--- config.mk ---
export PLATFORM = sky130hd
export DESIGN_NAME = playback_scheduler
export DESIGN_NICKNAME = d
export VERILOG_FILES = /design/src/rtl/playback_scheduler.sv
export SDC_FILE = /design/constraint.sdc
export NUM_CORES = 1
export LEC_CHECK = 0
export CAP_MARGIN = 20
export CORE_ASPECT_RATIO = 0.7
export CORE_MARGIN = 3
export CORE_UTILIZATION = 40
export DETAILED_ROUTE_END_ITERATION = 12
export GPL_TIMING_DRIVEN = 0
export MAX_ROUTING_LAYER = met4
export PLACE_DENSITY = 0.71
export SYNTH_ARGS = -nofsm -noshare
export SYNTH_HDL_FRONTEND = slang
export SYNTH_SLANG_ARGS = --single-unit
--- constraint.sdc ---
create_clock -name clk_in -period 8.17 [get_ports clk_in]
set_input_delay 2.451 -clock clk_in [delete_from_list [all_inputs] [get_ports clk_in]]
set_output_delay 2.451 -clock clk_in [all_outputs]
set_load 0.1 [all_outputs]
--- src/rtl/playback_scheduler.sv ---
// Song playback sequencer: picks a song from the address table, primes the audio FIFO
// with one SD block, then tops it up one block per programmable-empty request until the end.
module playback_scheduler #(
    parameter int                      NUM_SONGS   = 4,
    parameter int                      BLOCK_BYTES = 512,
    parameter logic [NUM_SONGS*32-1:0] SONG_STARTS = '0,
    parameter logic [NUM_SONGS*32-1:0] SONG_ENDS   = '0,
    parameter int                      TIMEOUT     = 2_000_000,
    localparam int                     SW          = (NUM_SONGS > 1) ? $clog2(NUM_SONGS) : 1
) (
    input  logic          clk_in,
    input  logic          rst_n_in,
    input  logic          select_in,
    input  logic          up_in,
    input  logic          down_in,
    input  logic          abort_in,
    input  logic          sd_valid_in,
    input  logic          sd_done_in,
    input  logic          fifo_full_in,
    input  logic          fifo_prog_empty_in,
    output logic          read_start_out,
    output logic [31:0]   read_addr_out,
    output logic          fifo_wr_en_out,
    output logic          stream_ready_out,
    output logic [SW-1:0] song_num_out,
    output logic          playing_out,
    output logic          song_done_out,
    output logic [2:0]    err_out
);
    localparam int CW = $clog2(BLOCK_BYTES) + 1;
    localparam int TW = $clog2(TIMEOUT + 1);

    typedef enum logic [2:0] {IDLE, PRIME, STREAM, READ, DRAIN, ABORT_WAIT} state_t;

    state_t        state_q;
    logic          sel_q, up_q, dn_q;
    logic [SW-1:0] song_q;
    logic [31:0]   addr_q, end_q, raddr_q;
    logic          rs_q, sr_q, done_q;
    logic [2:0]    err_q;
    logic [CW-1:0] cnt_q;
    logic [TW-1:0] tmo_q;

    logic          sel_e, up_e, dn_e, busy, accept, last_blk, short_blk, tmo_hit;
    logic [32:0]   next_sum;
    logic [CW-1:0] cnt_d;
    logic [31:0]   start_w, stop_w;

    assign sel_e     = select_in & ~sel_q;
    assign up_e      = up_in & ~up_q;
    assign dn_e      = down_in & ~dn_q;
    assign start_w   = SONG_STARTS[32*int'(song_q) +: 32];
    assign stop_w    = SONG_ENDS[32*int'(song_q) +: 32];
    assign busy      = (state_q == PRIME) || (state_q == READ) || (state_q == ABORT_WAIT);
    assign accept    = sd_valid_in & ~fifo_full_in & busy;
    assign cnt_d     = cnt_q + CW'(accept);
    assign short_blk = sd_done_in && (32'(cnt_d) != 32'(BLOCK_BYTES));
    assign tmo_hit   = busy && (tmo_q == TW'(TIMEOUT - 1));
    // A carry out of the 32-bit sum counts as past the end of the song.
    assign next_sum  = {1'b0, addr_q} + 33'(BLOCK_BYTES);
    assign last_blk  = next_sum[32] || (next_sum[31:0] >= end_q);

    always_ff @(posedge clk_in or negedge rst_n_in) begin
        if (!rst_n_in) begin
            state_q <= IDLE;
            sel_q   <= 1'b0;
            up_q    <= 1'b0;
            dn_q    <= 1'b0;
            song_q  <= '0;
            addr_q  <= '0;
            end_q   <= '0;
            raddr_q <= '0;
            rs_q    <= 1'b0;
            sr_q    <= 1'b0;
            done_q  <= 1'b0;
            err_q   <= '0;
            cnt_q   <= '0;
            tmo_q   <= '0;
        end else begin
            sel_q  <= select_in;
            up_q   <= up_in;
            dn_q   <= down_in;
            rs_q   <= 1'b0;
            done_q <= 1'b0;
            cnt_q  <= (busy && !sd_done_in) ? cnt_d : '0;
            if (busy) tmo_q <= tmo_q + 1'b1;
            if (busy && sd_valid_in && fifo_full_in) err_q[0] <= 1'b1;
            if (busy && short_blk) err_q[1] <= 1'b1;
            case (state_q)
                IDLE: begin
                    if (up_e && !dn_e)
                        song_q <= (song_q == SW'(NUM_SONGS - 1)) ? '0 : song_q + 1'b1;
                    else if (dn_e && !up_e)
                        song_q <= (song_q == '0) ? SW'(NUM_SONGS - 1) : song_q - 1'b1;
                    if (sel_e) begin
                        err_q  <= '0;
                        addr_q <= start_w;
                        end_q  <= stop_w;
                        if (start_w >= stop_w) begin
                            done_q <= 1'b1;
                        end else begin
                            rs_q    <= 1'b1;
                            raddr_q <= start_w;
                            tmo_q   <= '0;
                            state_q <= PRIME;
                        end
                    end
                end
                PRIME, READ: begin
                    // A completion landing with abort is still accounted before stopping.
                    if (sd_done_in) begin
                        addr_q <= next_sum[31:0];
                        sr_q   <= !abort_in;
                        if (abort_in)      state_q <= IDLE;
                        else if (last_blk) state_q <= DRAIN;
                        else               state_q <= STREAM;
                    end else if (tmo_hit) begin
                        err_q[2] <= 1'b1;
                        sr_q     <= 1'b0;
                        state_q  <= IDLE;
                    end else if (abort_in) begin
                        sr_q    <= 1'b0;
                        state_q <= ABORT_WAIT;
                    end
                end
                STREAM: begin
                    if (abort_in) begin
                        sr_q    <= 1'b0;
                        state_q <= IDLE;
                    end else if (fifo_prog_empty_in) begin
                        rs_q    <= 1'b1;
                        raddr_q <= addr_q;
                        tmo_q   <= '0;
                        state_q <= READ;
                    end
                end
                DRAIN: begin
                    if (abort_in) begin
                        sr_q    <= 1'b0;
                        state_q <= IDLE;
                    end else if (fifo_prog_empty_in) begin
                        sr_q    <= 1'b0;
                        done_q  <= 1'b1;
                        state_q <= IDLE;
                    end
                end
                ABORT_WAIT: begin
                    if (sd_done_in) begin
                        state_q <= IDLE;
                    end else if (tmo_hit) begin
                        err_q[2] <= 1'b1;
                        state_q  <= IDLE;
                    end
                end
                default: state_q <= IDLE;
            endcase
        end
    end

    assign read_start_out   = rs_q;
    assign read_addr_out    = raddr_q;
    assign fifo_wr_en_out   = accept;
    assign stream_ready_out = sr_q;
    assign song_num_out     = song_q;
    assign playing_out      = (state_q != IDLE);
    assign song_done_out    = done_q;
    assign err_out          = err_q;
endmodule
==> flow_summary.ini <==
[outcome]
status = finished clean

[critical_path]
r2r_slack_ns = 4.43
crit_chain = clkdlybuf4s50_1 -> nand2_1 -> nor2_1 -> clkdlybuf4s50_1
cp_common_cell = clkdlybuf4s50_1
cpMaxStageDelayCell = clkdlybuf4s50_1
crit_required_ns = 5.72
critPathTopFamily = buffers and inverters
r2r-start = state_q[1]$_DFFE_PN0P_
slowest_delay_ns = 1.16
path_class = input pin to output pin
critical_path_buf_inv_count = 2
cp_max_fo = 2
start_kind = input pin
arrival_ns = 4.30
reg2regPathDepth = 13
endpoint_kind = output pin
r2r_end = err_out[1]$_DFF_PN0_

[timing]
setup_viol = 0
fmax_mhz = 148
hold_viol = 0
tightestPinTransition_ns = 0.972
min_period_ns = 6.76
rsz0062_at_grt = no
clock_skew_ns = 0.00749
drv_slew = 0
setup-tns-final_ns = 0
slew_headroom = 0.350
fin_hold_ws_ns = 0.470
period_share = 0.827
fin_ws_ns = 1.41

[hold_path]
hold_path_end = read_addr_out[17]$_DFFE_PN0P_
holdPathStages = 2
hp-start = read_addr_out[17]$_DFFE_PN0P_
holdCritPathClass = register to register

[layout]
fin_util = 0.501
multiInputGateArea_mm2 = 0.00216
final-seq-area_mm2 = 0.00228
drive_above_1_share = 0.0633
antennaDiodeCount = 0
final_cells = 722
final_nets = 581
fillerInstances = 1070
final_common_cell = nand2_1
layout_common_cells = nand2_1, dfrtp_1, clkdlybuf4s50_1
syn_to_final_growth_pct = 21.1

[routing]
drc = 0
vias = 3846
first_pass_iters = 5
ant_nets = 0
drtIter0Drc = 374
drt_wl_total_mm = 10.2
wl_per_cell_um = 14.1
via_per_inst = 5.33

[logic_synthesis]
ys_ff_latch = 91
dominantRegCellSynth = dfrtp_1
synthArstFlopShare = 1.00
netlist_instances = 502
ys_seq_area_frac = 0.494
synth_cell_types = 51
synth_top_area_cell = dfrtp_1
yosys_warnings = 0
syn_area_mm2 = 0.00461
synth_edf_count = 0
netlist.area_leader.share = 0.494
synth.area.top_cells = dfrtp_1, nand2_1, nand3_1, xor2_1, a21oi_1
avgSynthCellArea_um2 = 9.17

[cts]
clockBufferDepth = 2
clk_latency_ns = 0.34
cts.clk_slew.worst_paths_ns = 0.06
cts_buffers = 9
post_cts_buffers = 0
cts_tree = yes
root_buffer = clkbuf_16
cts_sinks = 91
hold_buffers = 0
cts.repair.resized = 0
h-tree-depth = 3

[floorplanning]
num_io_pins = 52
die_w_um = 134
die-area_mm2 = 0.0129
start_util = 0.414
core_mm2 = 0.0111
die_h_um = 95.8
num_rows = 32

[power]
p_leak_nw = 2.40
intPower_uw = 735
swShare = 0.264
power_frac_seq = 0.461
vdd_drop_max_mv = 0.107
clkPwrFrac = 0.420
comb_power_share = 0.118
p_sw_uw = 264
cellPowerDensity_mw_per_mm2 = 179

[global_route]
grt_most_used_layer = met2
grt_pass1_vias = 3674
met2_usage = 0.267
overflow = 0
met3_usage = 0.0418
grt_usage = 0.173
antenna_found_initial = 0
grt_pass1_wl_mm = 17.5
met1_usage = 0.231
grt_max_degree = 58

[placement]
place_ws_ns = 1.43
place_congestion = 0.861
dp_hpwl_mm = 7.25
dpl.cell_count = 706
io_buffers = 42

[run]
drv_cap = 0
-- flip-flops by register name (all words and copies together) (netlist names) --
signal,flops
stream_ready_out,1
read_addr_out,23
read_start_out,1
up_q,1
song_num_out,2
tmo_q,21
dn_q,1
sel_q,1
err_out,3
addr_q,23
song_done_out,1
state_q,3
cnt_q,10
-- through the flow --
stage	total power, mW	cell area, µm²
2_1_floorplan	0.556	4640
3_3_place_gp	0.586	5250
3_5_place_dp	0.589	5270
4_1_cts	1.01	5580
5_1_grt	1.04	5580
6_report	0.999	5580
-- area by class of cell --
type,count,share of cell area
buffer,31,0.0301
clock buffer,11,0.0435
clock inverter,5,0.0108
inverter,8,0.00539
multi-input combinational,380,0.388
sequential,91,0.408
tap,153,0.0343
timing repair buffer,43,0.0799
-- logic make-up (layout without fill, tap and decap cells) --
family	after synthesis	in the layout	share of synthesized area
xor+xnor	23	23	0.0437
compound gates	76	76	0.105
simple gates	257	257	0.277
buf+inv	39	98	0.0429
other cells	1	9	0.000814
mux	8	8	0.0174
flops	91	91	0.494
fa+ha+maj	7	7	0.0190
-- power by group through the flow --
| stage | Clock, mW | Combinational, mW | Sequential (mW) |
|---|---|---|---|
| 2_1_floorplan | 0 | 0.0485 | 0.507 |
| 3_3_place_gp | 0 | 0.116 | 0.469 |
| 3_5_place_dp | 0 | 0.120 | 0.470 |
| 4_1_cts | 0.432 | 0.120 | 0.461 |
| 5_1_grt | 0.450 | 0.128 | 0.461 |
| 6_report | 0.420 | 0.118 | 0.461 |
-- how the worst max path moves through the flow --
stage                           start                  to  cells after the start
final                     sd_valid_in      fifo_wr_en_out                      4
after global routing      sd_valid_in      fifo_wr_en_out                      4
after CTS                 sd_valid_in      fifo_wr_en_out                      4
after detailed placement  sd_valid_in      fifo_wr_en_out                      4
after global placement       rst_n_in  cnt_q[8]$_DFF_PN0_                      1
after floorplan           sd_valid_in      fifo_wr_en_out                      2
-- worst reg2reg max path: cells and delay by family (launching register included) --
kind | cells | cell delay [ns]
AO/OA/AOI/OAI | 2 | 0.59
adder cells (fa/ha/maj) | 2 | 0.44
buffers and inverters | 4 | 1.28
flip-flops | 1 | 0.35
AND/OR/NAND/NOR | 5 | 0.97
-- per-layer routing --
layer	vias up	wire [µm]
li1	1882	-
met1	1841	4860
met2	109	4630
met3	14	561
met4	0	117
met5	-	0
-- Yosys cell counts, drive strengths merged (4+ instances only) --
master,n
nor3,8
nor2b,5
o21ai,18
nor2,32
nor4,4
or2,4
xnor2,9
a21oi,24
dfrtp,91
ha,7
or3,12
and4,6
mux2i,8
nand2,106
clkbuf,15
a211oi,4
nand4,15
nand2b,11
inv,7
and3,5
or4,10
nand3,25
o31ai,9
buf,16
xor2,14
and2,4
Note: power is estimated with default switching activity, not from simulation.
